$ cat config.mk
export PLATFORM = sky130hd
export DESIGN_NAME = prog_loader
export DESIGN_NICKNAME = d
export VERILOG_FILES = /design/src/rtl/prog_pkg.sv /design/src/rtl/prog_loader_byte_packer.sv /design/src/rtl/prog_loader.sv
export SDC_FILE = /design/constraint.sdc
export NUM_CORES = 1
export LEC_CHECK = 0
export BUFFER_PORTS_ARGS = -buffer_cell sky130_fd_sc_hd__buf_4
export CORE_MARGIN = 4
export CORE_UTILIZATION = 34
export CTS_CLUSTER_DIAMETER = 60
export CTS_CLUSTER_SIZE = 14
export DETAILED_ROUTE_END_ITERATION = 10
export SLEW_MARGIN = 20
export SYNTH_ARGS = -nofsm -noshare
export SYNTH_HDL_FRONTEND = slang
export SYNTH_SLANG_ARGS = --single-unit
$ cat constraint.sdc
create_clock -name clk -period 2.1 [get_ports clk]
set_clock_uncertainty 0.05 [all_clocks]
set_input_delay 0 -clock clk [delete_from_list [all_inputs] [get_ports clk]]
set_output_delay 0 -clock clk [all_outputs]
set_load 0.03 [all_outputs]
$ cat src/rtl/prog_pkg.sv
`default_nettype none
// ============================================================================
// Module      : prog_pkg
// Description : Shared definitions for the program loader. Holds the loader
//               state encoding, the default memory geometry, the header magic
//               byte and the bit positions of the header word fields.
// Ports       : none (package)
// Revision    : 1.0 - initial release
// ============================================================================
package prog_pkg;

    // Default memory geometry: 512 words of 32 bits, 4 bytes per word.
    localparam int PROG_ADDR_W         = 9;
    localparam int PROG_DATA_W         = 32;
    localparam int PROG_BYTES_PER_WORD = 4;

    // Required value of the first header byte.
    localparam logic [7:0] PROG_MAGIC = 8'hA5;

    // Header word layout: [31:24] magic, [23:15] base address, [8:0] count.
    // Bits [14:9] carry nothing and are ignored.
    localparam int HDR_MAGIC_MSB = 31;
    localparam int HDR_MAGIC_LSB = 24;
    localparam int HDR_BASE_LSB  = 15;
    localparam int HDR_CNT_LSB   = 0;

    typedef enum logic [2:0] {
        IDLE = 3'd0,
        HDR  = 3'd1,
        DATA = 3'd2,
        CSUM = 3'd3,
        DONE = 3'd4,
        ERR  = 3'd5
    } state_t;

endpackage : prog_pkg
`default_nettype wire

$ cat src/rtl/prog_loader_byte_packer.sv
`default_nettype none
// ============================================================================
// Module      : byte_packer
// Description : Assembles four accepted bytes, MSB first, into one 32-bit
//               word. The first byte lands in [31:24], the fourth in [7:0].
//               word_valid is a combinational pulse in the cycle the fourth
//               byte is accepted, so the consumer can register the word on
//               that same edge.
// Ports       : clk        in   clock
//               reset      in   synchronous active-high reset
//               clear      in   synchronous restart of the byte counter
//               accept     in   a byte is being consumed this cycle
//               byte_in    in   the byte being consumed
//               word       out  completed word (valid with word_valid)
//               word_valid out  fourth byte of a word accepted this cycle
// Revision    : 1.0 - initial release
// ============================================================================
module byte_packer
    import prog_pkg::*;
(
    input  logic        clk,
    input  logic        reset,
    input  logic        clear,
    input  logic        accept,
    input  logic [7:0]  byte_in,
    output logic [31:0] word,
    output logic        word_valid
);

    localparam logic [1:0] LAST_BYTE = 2'(PROG_BYTES_PER_WORD - 1);

    logic [1:0]  byte_cnt;
    logic [23:0] hold;      // first three bytes of the word in progress

    always_ff @(posedge clk) begin
        if (reset || clear) begin
            byte_cnt <= 2'd0;
            hold     <= 24'd0;
        end else if (accept) begin
            // The counter wraps 3 -> 0 naturally; the stale content of hold
            // after a word completes is fully shifted out by the next word.
            byte_cnt <= byte_cnt + 2'd1;
            hold     <= {hold[15:0], byte_in};
        end
    end

    assign word       = {hold, byte_in};
    assign word_valid = accept && (byte_cnt == LAST_BYTE);

endmodule : byte_packer
`default_nettype wire

$ cat src/rtl/prog_loader.sv
`default_nettype none
// ============================================================================
// Module      : prog_loader
// Description : Loads a program image from a host byte link into program
//               memory. A frame is a header word (magic, base, count N), N
//               data words and an XOR checksum word. The processor is held
//               while loading and released only after a good checksum.
// Ports       : clk          in   clock
//               reset        in   synchronous active-high reset
//               start        in   one-cycle pulse, arms / restarts a load
//               in_valid     in   host byte valid
//               in_data      in   host byte
//               in_ready     out  loader accepts a byte this cycle
//               mem_we       out  memory write strobe, one cycle per word
//               mem_addr     out  word address of the write
//               mem_wdata    out  word written
//               cpu_hold     out  processor must stall while high
//               done         out  one-cycle pulse on a successful load
//               error        out  sticky error, cleared by start or reset
//               words_loaded out  data words written in current/last load
// Revision    : 1.0 - initial release
// ============================================================================
module prog_loader
    import prog_pkg::*;
#(
    parameter int         ADDR_W = PROG_ADDR_W,
    parameter int         DATA_W = PROG_DATA_W,
    parameter logic [7:0] MAGIC  = PROG_MAGIC
) (
    input  logic              clk,
    input  logic              reset,
    input  logic              start,
    input  logic              in_valid,
    input  logic [7:0]        in_data,
    output logic              in_ready,
    output logic              mem_we,
    output logic [ADDR_W-1:0] mem_addr,
    output logic [DATA_W-1:0] mem_wdata,
    output logic              cpu_hold,
    output logic              done,
    output logic              error,
    output logic [ADDR_W-1:0] words_loaded
);

    state_t state;
    state_t state_next;

    logic [31:0]       word;
    logic              word_valid;
    logic              accept;

    logic [ADDR_W-1:0] addr_cnt;
    logic [ADDR_W-1:0] remaining;
    logic [DATA_W-1:0] xor_acc;

    logic [ADDR_W-1:0] hdr_base;
    logic [ADDR_W-1:0] hdr_count;
    logic              hdr_bad;

    // Strobes from the control process to the datapath.
    logic              do_start;
    logic              do_hdr;
    logic              do_write;
    logic              do_release;

    // A byte offered in the same cycle as start is dropped: the restarted
    // load must begin with a fresh header.
    assign accept = in_valid && in_ready && !start;

    byte_packer u_packer (
        .clk        (clk),
        .reset      (reset),
        .clear      (do_start),
        .accept     (accept),
        .byte_in    (in_data),
        .word       (word),
        .word_valid (word_valid)
    );

    assign hdr_base  = word[HDR_BASE_LSB +: ADDR_W];
    assign hdr_count = word[HDR_CNT_LSB  +: ADDR_W];
    assign hdr_bad   = (word[HDR_MAGIC_MSB:HDR_MAGIC_LSB] != MAGIC) ||
                       (hdr_count == '0);

    // ------------------------------------------------------------------
    // State register
    // ------------------------------------------------------------------
    always_ff @(posedge clk) begin
        if (reset) begin
            state <= IDLE;
        end else begin
            state <= state_next;
        end
    end

    // ------------------------------------------------------------------
    // Next state and control strobes
    // ------------------------------------------------------------------
    always_comb begin
        state_next = state;
        do_start   = 1'b0;
        do_hdr     = 1'b0;
        do_write   = 1'b0;
        do_release = 1'b0;
        in_ready   = 1'b0;
        done       = 1'b0;
        error      = 1'b0;

        case (state)
            IDLE: begin
                if (start) begin
                    do_start   = 1'b1;
                    state_next = HDR;
                end
            end

            HDR: begin
                in_ready = 1'b1;
                if (start) begin
                    do_start   = 1'b1;
                    state_next = HDR;
                end else if (word_valid) begin
                    if (hdr_bad) begin
                        state_next = ERR;
                    end else begin
                        do_hdr     = 1'b1;
                        state_next = DATA;
                    end
                end
            end

            DATA: begin
                in_ready = 1'b1;
                if (start) begin
                    do_start   = 1'b1;
                    state_next = HDR;
                end else if (word_valid) begin
                    do_write = 1'b1;
                    if (remaining == ADDR_W'(1)) begin
                        state_next = CSUM;
                    end
                end
            end

            CSUM: begin
                in_ready = 1'b1;
                if (start) begin
                    do_start   = 1'b1;
                    state_next = HDR;
                end else if (word_valid) begin
                    if (word == xor_acc) begin
                        // cpu_hold drops on this edge so it is already low
                        // during the done pulse.
                        do_release = 1'b1;
                        state_next = DONE;
                    end else begin
                        state_next = ERR;
                    end
                end
            end

            DONE: begin
                done       = 1'b1;
                state_next = IDLE;
            end

            ERR: begin
                error = 1'b1;
                if (start) begin
                    do_start   = 1'b1;
                    state_next = HDR;
                end
            end

            default: begin
                state_next = IDLE;
            end
        endcase
    end

    // ------------------------------------------------------------------
    // Datapath: write port, address/remaining counters, checksum, hold
    // ------------------------------------------------------------------
    always_ff @(posedge clk) begin
        if (reset) begin
            mem_we       <= 1'b0;
            mem_addr     <= '0;
            mem_wdata    <= '0;
            cpu_hold     <= 1'b1;
            words_loaded <= '0;
            addr_cnt     <= '0;
            remaining    <= '0;
            xor_acc      <= '0;
        end else begin
            mem_we <= 1'b0;

            if (do_start) begin
                cpu_hold     <= 1'b1;
                words_loaded <= '0;
            end

            if (do_hdr) begin
                addr_cnt  <= hdr_base;
                remaining <= hdr_count;
                xor_acc   <= '0;
            end

            if (do_write) begin
                mem_we       <= 1'b1;
                mem_addr     <= addr_cnt;
                mem_wdata    <= word;
                addr_cnt     <= addr_cnt + ADDR_W'(1);  // wraps at 2^ADDR_W
                remaining    <= remaining - ADDR_W'(1);
                xor_acc      <= xor_acc ^ word;
                words_loaded <= words_loaded + ADDR_W'(1);
            end

            if (do_release) begin
                cpu_hold <= 1'b0;
            end
        end
    end

endmodule : prog_loader
`default_nettype wire

Word-level counts from Yosys, hierarchy flattened
Cells that the tools add are included.
{ "word_totals": {"ff_bits": 131, "latch_bits": 0, "mem_bits_rw": 0, "rom_bits": 0, "input_bits": 12, "output_inout_bits": 55, "wordCells": 83, "n_memories": 0} }
{ "op_classes": {"add_sub_neg": 4, "mul": 0, "n_div": 0, "n_lt_le_gt_ge": 0, "n_eq_ne": 14, "shift": 0, "muxes": 38, "bitwise_logic": 1, "reduce_logical": 15} }
{ "ops": {"columns": ["op", "count"], "rows": [
  ["$mux W32", 2],
  ["$mux W9", 6],
  ["$eq A32 B32 Y1", 1],
  ["$xor A32 B32 Y32", 1],
  ["$mux W3", 9],
  ["$mux W1", 20],
  ["$add A9 B1 Y9 const B", 2],
  ["$pmux W3 S4", 1],
  ["$eq A9 B1 Y1 const B", 1],
  ["$logic_not A9 Y1", 1],
  ["$ne A3 B2 Y1 const B", 3],
  ["$sub A9 B1 Y9 const B", 1],
  ["$ne A8 B8 Y1 const B", 1],
  ["$eq A3 B2 Y1 const B", 2],
  ["$eq A3 B3 Y1 const B", 2],
  ["$reduce_bool A2 Y1", 3],
  ["$reduce_and A5 Y1", 1],
  ["$reduce_or A5 Y1", 1],
  ["$eq A3 B1 Y1 const B", 1],
  ["$logic_and A1 B1 Y1", 3],
  ["$logic_not A3 Y1", 1],
  ["$ne A3 B3 Y1 const B", 1],
  ["$reduce_or A3 Y1", 1],
  ["$add A2 B1 Y2 const B", 1],
  ["other kinds (5)", 6]
]} }

Longest topological paths before layout
{ "depth": {"word_depth": 11, "mapped_depth": 8, "ltp_nobuf": 7} }

By module
Synthesis repeated with hierarchy kept, for this count alone.
{ "unflattened": {"cells_unflattened": 750, "hier_area_um2": 5989.5} }
{ "by_module_without_submodules": {"columns": ["module", "n_inst", "cells_per_inst", "area_each_um2"], "rows": [
  ["prog_loader", 1, 655, 4949.7],
  ["byte_packer", 1, 95, 1039.7]
]} }

Least setup slack after synthesis
Ideal clock, no wire load.
{ "synth_path": {"path_kind": "register to register", "from": "register u_packer.hold[19]", "to": "register remaining[6]", "setup_time_ps": 132, "arrival_time_ps": 1947, "t_required_ps": 1918, "setup_slack_ps": -28, "stages_incl_launch_ff": 8, "synth_period_minus_slack_ps": 2128, "path_cell_list": "dfxtp_1 > or4b_4 > or2_0 > buf_2 > or4_1 > buf_2 > o311ai_0 > a21oi_2"} }
{ "synth_between": {"elab_chain_len": 7} }
{ "synth_rtl": {"columns": ["element", "line", "rtl"], "rows": [
  ["from (decl)", "prog_loader_byte_packer.sv:33", "logic [23:0] hold;"],
  ["from (signal assigned)", "prog_loader_byte_packer.sv:43", "hold <= {hold[15:0], byte_in};"],
  ["$ne A8 B8 Y1", "prog_loader.sv:82", "assign hdr_bad = (word[HDR_MAGIC_MSB:HDR_MAGIC_LSB] != MAGIC) ||"],
  ["$logic_or A1 B1 Y1", "prog_loader.sv:82", null],
  ["$mux W1", "prog_loader.sv:123", "if (hdr_bad) begin"],
  ["$mux W1", "prog_loader.sv:122", "end else if (word_valid) begin"],
  ["$mux W1", "prog_loader.sv:119", "if (start) begin"],
  ["$mux W1", "prog_loader.sv:109", "case (state)"],
  ["$reduce_bool A2 Y1 (no source line)", null, null],
  ["to (signal assigned)", "prog_loader.sv:204", "remaining <= hdr_count;"],
  ["to (signal assigned)", "prog_loader.sv:213", "remaining <= remaining - ADDR_W'(1);"],
  ["to (decl)", "prog_loader.sv:53", "logic [ADDR_W-1:0] remaining;"]
]} }
No other way between the ends.
A chain may end at the register's enable or synchronous reset.

Worst setup path in the final report
{ "layout_path": {"from": "register u_packer.hold[22]", "to": "register remaining[7]"} }
Same word-level chain as after synthesis.

==> run_results.csv <==
group,metric,value,unit
outcome,status,"finished clean",
power,finalPower,5.39,mW
clock_tree,clk_pin_slew,60,ps
worst_setup_path,worstPathCellList,"or4b_4 > or2_4 > buf_6 > nor4_4 > buf_6 > a32oi_1 > a21oi_1",
detailed_routing,final_antenna_net_count,0,
global_route,grt.overflow.total,0,
die,start_util,34.8,%
worst_setup_path,cpMostUsedCell,"buf_6",
clock_tree,clk_path_buf_depth,2,
logic_synthesis,ys_ff_latch,131,
logic_synthesis,synth_edf_count,0,
power,combinationalPowerShare,3.8,%
sta,rsz0062_at_grt,"yes",
logic_synthesis,syn_inst,760,
sta,hold_ws,155,ps
layout,diodes,0,
clock_tree,cts_max_level,4,
worst_setup_path,cp_num_buf_inv,2,
power,clock_power_share,50.0,%
worst_setup_path,worstPathArrival,2390,ps
placed_design,detailed_place_hpwl,10900,um
logic_synthesis,async_flop_share,0,%
worst_setup_path,critPathSlowestCell,"or4b_4",
sta,period_share,99.6,%
clock_tree,clock_latency,420,ps
clock_tree,cts.sinks,131,
die,ios,67,
sta,max_freq,478,MHz
power,switching_share,21.8,%
logic_synthesis,yosysSeqAreaShare,45.3,%
sta,hold_violations,0,
layout,final_area,7440,um2
worst_setup_path,endpoint_kind,"flip-flop",
logic_synthesis,synth_flop_cell,"dfxtp_1",
placed_design,placed_area,6720,um2
die,row_count,47,
flow_run,cap_violations,0,
power,peakVddDrop,0.590,mV
detailed_routing,viasPerCell,5.11,
logic_synthesis,yosysWarnings,0,
sta,slew_headroom,60.7,%
detailed_routing,drc_errors,0,
global_route,grt_start_max_net_pins,49,
layout,final_layout_size_suffix_gt1_share,19.8,%
sta,setup_viol,0,
worst_setup_path,critPathKind,"flip-flop to flip-flop",
worst_setup_path,worstPathMaxFanout,8,
global_route,grt_pass1_wl,26600,um
global_route,grt_antenna_before_repair,0,
logic_synthesis,ys_types,53,
worst_setup_path,cp_data_required_time,2400,ps
power,p_int,4.21,mW
sta,worstMarginPinSlew,590,ps
detailed_routing,wl_per_cell,15.2,um
global_route,grt_pass1_vias,5286,
detailed_routing,dr.pass1.iters,5,
global_route,grt_usage,16.9,%
placed_design,port_buffers,66,
placed_design,gp_congestion,0.860,
clock_tree,cts_made_buffers,17,
detailed_routing,drt_iter0_markers,346,
layout,area_growth,28.6,%
sta,slew_viol_final,0,
worst_setup_path,ff2ff_setup_slack,9,ps
worst_setup_path,critPathTopFamily,"simple AND/OR/NAND/NOR gates",
power,powerDensity,724,nW/um2
worst_setup_path,cp-start-kind,"flip-flop",
power,power_switching,1.18,mW
logic_synthesis,synth.avg_cell_area,7.61,um2
layout,fin_nets,860,
die,core_area,16600,um2
die,die_width,138,um
power,seqPwrFrac,46.3,%
die,die-area,19200,um2
worst_setup_path,slowest_delay,540,ps
clock_tree,cts_tree,"built",
power,p_leak,2.95,nW
sta,finalSetupTns,0,ps
clock_tree,clockRootBuffer,"clkbuf_16",
sta,fin_crit,2090,ps
detailed_routing,vias,5478,
die,die_h,138,um
logic_synthesis,synth_area,5790,um2
detailed_routing,totalWireLength,16300,um
worst_hold_path,hp-class,"input pin to flip-flop",
logic_synthesis,synthesis.nets,777,
==> placed cells by master (no fill, tap or decap), drive strengths merged, types with 3 or more instances in the layout <==
master and count:
dlygate4sd3 10, inv 9, xnor2 5, nand2b 4, ha 5, a31oi 6
nor2 65, nor4 10, nand3 12, nor3 8, a211oi 3, buf 116
and2 4, or4b 3, or3 4, nor3b 5, or4 4, clkbuf 22
and3 8, clkinv 5, a21oi 97, xor2 25, dfxtp 131, nand2 172
nand4 4, o21ai 83, nor2b 3
==> power by group through the flow <==
stage	Combinational, mW	Clock, mW	Sequential (mW)
finish	0.202	2.69	2.49
global placement	0.186	0	2.55
CTS	0.201	2.74	2.49
global route	0.220	2.84	2.49
detailed placement	0.186	0	2.55
floorplan	0.102	0	2.55
==> worst min-delay path, stage by stage <==
cell and delay (ps):
buf_4 100, nand2_1 180, nor2_1 170, a41oi_1 120
==> layer usage <==
metal / vias up / global-route usage (%) / share of wire [%]
li1: 2756 / - / -
met1: 2574 / 22.2 / 48
met2: 122 / 26.8 / 46
met3: 26 / 3.83 / 4.2
met4: 0 / 7.02 / 2.3
met5: - / 0 / 0
==> through the flow <==
| stage | instances | utilization, % | worst slack (ps) |
|---|---|---|---|
| 2_1_floorplan | 760 | - | -20.8 |
| 3_3_place_gp | 1030 | 40.4 | 10.6 |
| 3_5_place_dp | 1030 | 40.4 | -6.24 |
| 4_1_cts | 1068 | 44.1 | 35.3 |
| 5_1_grt | 1072 | 44.7 | -69.2 |
| 6_report | 1072 | 44.7 | 8.74 |
==> logic make-up after synthesis <==
family	synth area share [%]
flip-flops	45.3
XOR/XNOR	4.54
adder cells (fa/ha/maj)	1.08
buffers and inverters	4.87
AO/OA/AOI/OAI	19.9
AND/OR/NAND/NOR	24.3
==> registers in the layout, indices dropped and copies added, names as in the netlist <==
register / cells
addr_cnt: 9
cpu_hold: 1
mem_addr: 9
mem_wdata: 32
mem_we: 1
remaining: 9
state: 3
u_packer.byte_cnt: 2
u_packer.hold: 24
words_loaded: 9
xor_acc: 32
==> final timing paths <==
check | endpoint | from | cells after the start
setup / recovery | remaining[7]$_SDFFE_PP0P_ | u_packer.hold[22]$_SDFFE_PP0P_ | 7
hold / removal | cpu_hold$_SDFFE_PP1P_ | in_valid | 4
setup reg to reg | remaining[7]$_SDFFE_PP0P_ | u_packer.hold[22]$_SDFFE_PP0P_ | 7
hold reg to reg | mem_addr[7]$_SDFFE_PP0P_ | mem_addr[7]$_SDFFE_PP0P_ | 2
==> synth_stat cells (3+ instances only) <==
| cell | count | area share [%] |
|---|---|---|
| dfxtp_1 | 131 | 45 |
| xor2_1 | 25 | 3.8 |
| buf_1 | 5 | 0.32 |
| or4_1 | 4 | 0.52 |
| ha_1 | 5 | 1.1 |
| xnor2_1 | 5 | 0.76 |
| nor3_1 | 8 | 0.69 |
| nand4_1 | 4 | 0.43 |
| nor3b_1 | 5 | 0.65 |
| nand3_1 | 12 | 1.0 |
| o21ai_0 | 81 | 7.0 |
| a211oi_1 | 3 | 0.39 |
| a31oi_1 | 6 | 0.65 |
| or3_1 | 4 | 0.43 |
| nand2_1 | 172 | 11 |
| clkbuf_1 | 50 | 3.2 |
| buf_2 | 6 | 0.52 |
| inv_1 | 9 | 0.58 |
| nor4_1 | 8 | 0.87 |
| nor2b_1 | 3 | 0.32 |
| nor2_1 | 65 | 4.2 |
| nand2b_1 | 4 | 0.43 |
| and2_1 | 4 | 0.43 |
| and3_1 | 8 | 0.87 |
| a21oi_1 | 96 | 8.3 |
==> area by class of cell <==
class	instances	area, um2
Clock inverter	6	58.8
Inverter	9	33.8
Multi-Input combinational cell	558	2950
Sequential cell	131	2630
Clock buffer	22	464
Tap cell	220	275
Timing Repair Buffer	126	1030
Fill cell	1677	9200
==> repair_timing <==
item	CTS	global route
hold buffers	10	0
gates cloned	0	1
endpoints found under the hold margin	38	0
resized for setup	1	22
setup buffers	0	3
setup endpoints to repair	1	20
pin swaps	0	18
(Power assumes the default switching activity.)
